--- src/rtl/mips_run_dump_controller.sv ---
// mips_run_dump_controller: gates the core for a bounded run, then streams registers and memory out
module mips_run_dump_controller #(
   parameter int DATA_WIDTH = 32,
   parameter int REG_COUNT  = 32,
   parameter int MEM_DEPTH  = 256,
   parameter int MAX_CYCLES = 1024,
   localparam int RW = (REG_COUNT > 1) ? $clog2(REG_COUNT) : 1,
   localparam int MW = (MEM_DEPTH > 1) ? $clog2(MEM_DEPTH) : 1
) (
   input  logic                  clock,
   input  logic                  reset_n,
   input  logic                  start,
   input  logic                  core_halt,
   output logic                  core_en,
   output logic [RW-1:0]         reg_rd_addr,
   input  logic [DATA_WIDTH-1:0] reg_rd_data,
   output logic [MW-1:0]         mem_rd_addr,
   input  logic [DATA_WIDTH-1:0] mem_rd_data,
   output logic                  dump_valid,
   input  logic                  dump_ready,
   output logic [DATA_WIDTH-1:0] dump_data,
   output logic                  dump_is_mem,
   output logic [31:0]           dump_index,
   output logic                  busy,
   output logic                  done,
   output logic                  timeout,
   output logic [31:0]           cycle_count
);
   typedef enum logic [2:0] {IDLE, RUN, DUMP_REG, DUMP_MEM, DONE} state_t;
   state_t      state_q, state_d;
   logic [31:0] idx_q, idx_d, cycle_q, cycle_d;
   logic        timeout_q, timeout_d;
   logic        in_reg, in_mem, xfer;
   always_ff @(posedge clock) begin
      if (!reset_n) begin
         state_q   <= IDLE;
         idx_q     <= '0;
         cycle_q   <= '0;
         timeout_q <= 1'b0;
      end else begin
         state_q   <= state_d;
         idx_q     <= idx_d;
         cycle_q   <= cycle_d;
         timeout_q <= timeout_d;
      end
   end
   always_comb begin
      in_reg      = state_q == DUMP_REG;
      in_mem      = state_q == DUMP_MEM;
      core_en     = state_q == RUN;
      busy        = core_en || in_reg || in_mem;
      done        = state_q == DONE;
      dump_valid  = in_reg || in_mem;
      dump_is_mem = in_mem;
      dump_index  = dump_valid ? idx_q : '0;
      reg_rd_addr = in_reg ? idx_q[RW-1:0] : '0;
      mem_rd_addr = in_mem ? idx_q[MW-1:0] : '0;
      dump_data   = in_reg ? reg_rd_data : in_mem ? mem_rd_data : '0;
      timeout     = timeout_q;
      cycle_count = cycle_q;
      xfer        = dump_valid && dump_ready;
   end
   always_comb begin
      state_d   = state_q;
      idx_d     = idx_q;
      cycle_d   = cycle_q;
      timeout_d = timeout_q;
      case (state_q)
         IDLE, DONE: if (start) begin
            state_d   = RUN;
            cycle_d   = '0;
            timeout_d = 1'b0;
         end
         RUN: begin
            cycle_d = cycle_q + 32'd1;
            idx_d   = '0;
            // halt takes priority over the cycle limit
            if (core_halt) state_d = DUMP_REG;
            else if (cycle_d == 32'(MAX_CYCLES)) begin
               timeout_d = 1'b1;
               state_d   = DUMP_REG;
            end
         end
         DUMP_REG: if (xfer) begin
            idx_d   = (idx_q == 32'(REG_COUNT - 1)) ? '0 : idx_q + 32'd1;
            state_d = (idx_q == 32'(REG_COUNT - 1)) ? DUMP_MEM : DUMP_REG;
         end
         DUMP_MEM: if (xfer) begin
            idx_d   = (idx_q == 32'(MEM_DEPTH - 1)) ? '0 : idx_q + 32'd1;
            state_d = (idx_q == 32'(MEM_DEPTH - 1)) ? DONE : DUMP_MEM;
         end
         default: state_d = IDLE;
      endcase
   end
endmodule

--- config.mk ---
export PLATFORM = sky130hd
export DESIGN_NAME = mips_run_dump_controller
export DESIGN_NICKNAME = d
export VERILOG_FILES = /design/src/rtl/mips_run_dump_controller.sv
export SDC_FILE = /design/constraint.sdc
export NUM_CORES = 1
export LEC_CHECK = 0
export CORE_MARGIN = 1
export CORE_UTILIZATION = 35
export DETAILED_ROUTE_END_ITERATION = 10
export HOLD_SLACK_MARGIN = 0.08
export PLACE_DENSITY = 0.67
export RECOVER_POWER = 25
export SLEW_MARGIN = 10
export SYNTH_ARGS = -nofsm -noshare
export SYNTH_HDL_FRONTEND = slang
export SYNTH_SLANG_ARGS = --single-unit
--- constraint.sdc ---
create_clock -name clock -period 2.8 [get_ports clock]
set_input_delay 0.28 -clock clock [delete_from_list [all_inputs] [get_ports clock]]
set_output_delay 0.28 -clock clock [all_outputs]
set_load 0.005 [all_outputs]
==> results_dict.tcl <==
set metrics [dict create \
    status "complete, no violations" \
    wl_per_cell_um 17.5 \
    hold_viol_final 0 \
    reg2reg_slack_ns 0.26 \
    tns_ns 0 \
    multi_input_area_mm2 0.00326 \
    max_cap_viol_count 0 \
    first_pass_iters 5 \
    syn_nets 735 \
    cp_slowest_stage_delay_ns 0.56 \
    path_buf_inv 2 \
    synth_top_area_frac 0.279 \
    cts_root_buffer "clkbuf_16" \
    final_cell_mix "154 x clkdlybuf4s50_1, 105 x nor2_1, 67 x dfxtp_1" \
    p_leak_nw 2.69 \
    synth_cell_types 61 \
    clock-sinks 68 \
    cp-startpoint "state_q[1]" \
    finalClockSkew_ns 0.00727 \
    cts.path.max_buffers 2 \
    fill_cells 1289 \
    worst_setup_path_end_kind "primary output" \
    yosysWarnings 0 \
    yosysTopAreaCell "dfxtp_1" \
    rsz0062_at_grt "no" \
    cts_setup_buffers 0 \
    max_freq_mhz 376 \
    p_per_area_mw_per_mm2 430 \
    grt_pass1_vias 5306 \
    cp.depth 4 \
    critical_path_class "reg2out" \
    path_cells "nand2b_1 -> or2_2 -> clkinv_1 -> clkdlybuf4s50_1" \
    syn_to_final_growth_pct 48.4 \
    place_hpwl_um 13100 \
    ys_ff_latch 68 \
    viasPerCell 5.56 \
    yosysSeqAreaShare 0.279 \
    reg2reg_depth 8 \
    routed_wl_um 17700 \
    crit_path_start_kind "flop" \
    endpoint "core_en" \
    synth_edf_count 0 \
    slew_viol_final 0 \
    setup_viol 0 \
    start_util 0.364 \
    vias 5626 \
    ff_latch_area_mm2 0.00136 \
    fin_nets 902 \
    ios 184 \
    track_usage 0.248 \
    final_common_cell "clkdlybuf4s50_1" \
    synth_area_mm2 0.00488 \
    coreArea_mm2 0.0134 \
    worst_ep_required_time_ns 2.52 \
    antenna_left 0 \
    syn_avg_cell_area_um2 7.36 \
    fin_crit_sh 0.951 \
    r2r-end "state_q[0]" \
    synthCells 663 \
    grt_first_pass_wirelength_um 28000 \
    grt_overflow 0 \
    die-area_mm2 0.0144 \
    tightest_slew_ns 0.587 \
    dr.first_iter.drc_count 594 \
    power_mw 3.11 \
    peakVddDrop_v 0.000350 \
    htree_levels 3 \
    fp.dieH_um 120 \
    critPathMaxFanout 17 \
    rows 42 \
    worstReg2RegStart "cycle_count[1]" \
    worst_path_max_delay_cell "clkdlybuf4s50_1" \
    die_w_um 120 \
    worst_ep_arrival_time_ns 2.38 \
    synth.top_cells.by_area "dfxtp_1 28%, nor2_1 8.1%, mux2i_1 7.0%, and2_1 4.6%, nand2_1 4.4%" \
    portBuffers 183 \
    layout_min_cycle_time_ns 2.66 \
    gp_congestion 0.905 \
    path_clk_slew_ns 0.06 \
    cts_buffers 9 \
    min_path_type "reg2reg" \
    drc 0 \
    grt_start_max_net_pins 47 \
    drive_above_1_share 0.0635 \
    synth-async-reset-ratio 0 \
    worst_skew_pair.late_latency_ns 0.34 \
    slew_headroom 0.607 \
    path_delay_family "buffers and inverters" \
    cts_tree "done" \
    synth_top_flop_cell "dfxtp_1" \
    grt_antenna_before_repair 1 \
]
-- cell type report --
cell class,instances,area share
multi-input cells,536,0.451
repair buffers,205,0.276
flip-flops and latches,68,0.188
clock buffers,10,0.0330
well taps,176,0.0304
clock inverters,6,0.0154
inverters,10,0.00536
diodes,1,0.000346
-- kinds of logic (layout without fill, tap and decap cells) --
logic type | after synthesis | after routing | share of synthesized area
and+or+nand+nor | 344 | 344 | 0.370
xor gates and xnor gates | 34 | 34 | 0.0610
AOI/OAI and AO/OA | 119 | 119 | 0.156
buffers and inverters | 59 | 231 | 0.0521
other | 0 | 1 | 0
DFF | 68 | 68 | 0.279
adders and majority gates | 3 | 3 | 0.00769
muxes | 36 | 36 | 0.0744
-- timing repair --
item,CTS,global route
resized for setup,0,1
endpoints found under the setup margin,0,1
hold buffers,0,0
-- worst min path at each step --
stage / startpoint / to / slack [ns] / depth (start not counted)
finish: timeout / timeout / 0.51 / 1
global route: timeout / timeout / 0.54 / 1
CTS: idx_q[13] / idx_q[13] / 0.52 / 2
floorplan: idx_q[13] / idx_q[13] / 0.47 / 2
detailed placement: timeout / timeout / 0.50 / 1
global placement: timeout / timeout / 0.49 / 1
-- layer usage --
layer	global-route usage	routed length [um]	vias up
met2	0.390	8020	275
met1	0.322	7760	2598
li1	-	-	2714
met5	0	0	-
met3	0.0570	1350	39
met4	0.105	556	0
-- report_power, final --
| group | internal, mW | total [mW] | switching (mW) |
|---|---|---|---|
| logic | 0.355 | 0.770 | 0.415 |
| clock network | 0.894 | 1.34 | 0.448 |
| registers | 0.981 | 1.00 | 0.0227 |
-- registers in the layout (all words and copies together) (netlist names) --
| name | count |
|---|---|
| cycle_count | 32 |
| idx_q | 32 |
| state_q | 3 |
| timeout | 1 |
-- through the flow --
stage	setup slack (ns)	utilization	cell area (um^2)	cells	hold slack [ns]
floorplan	0.297	-	4880	663	0.469
global placement	0.366	0.515	6910	995	0.491
detailed placement	0.296	0.515	6910	995	0.499
CTS	0.172	0.542	7260	1011	0.516
global route	0.0177	0.540	7240	1012	0.539
finish	0.137	0.540	7240	1012	0.510
-- cell usage after synthesis, drive strengths merged (4+ instances only) --
master  instances
a211o           4
a21oi          37
a22oi           7
a311oi          6
a31oi          11
and2           36
and3           20
and4            7
buf            18
clkbuf         31
dfxtp          68
inv             8
mux2i          34
nand2          57
nand3          29
nand4          21
nor2          105
nor2b           7
nor3           13
nor4           24
o21ai          31
or2             4
or3             9
xnor2          19
xor2           15
(Power assumes the default switching activity.)
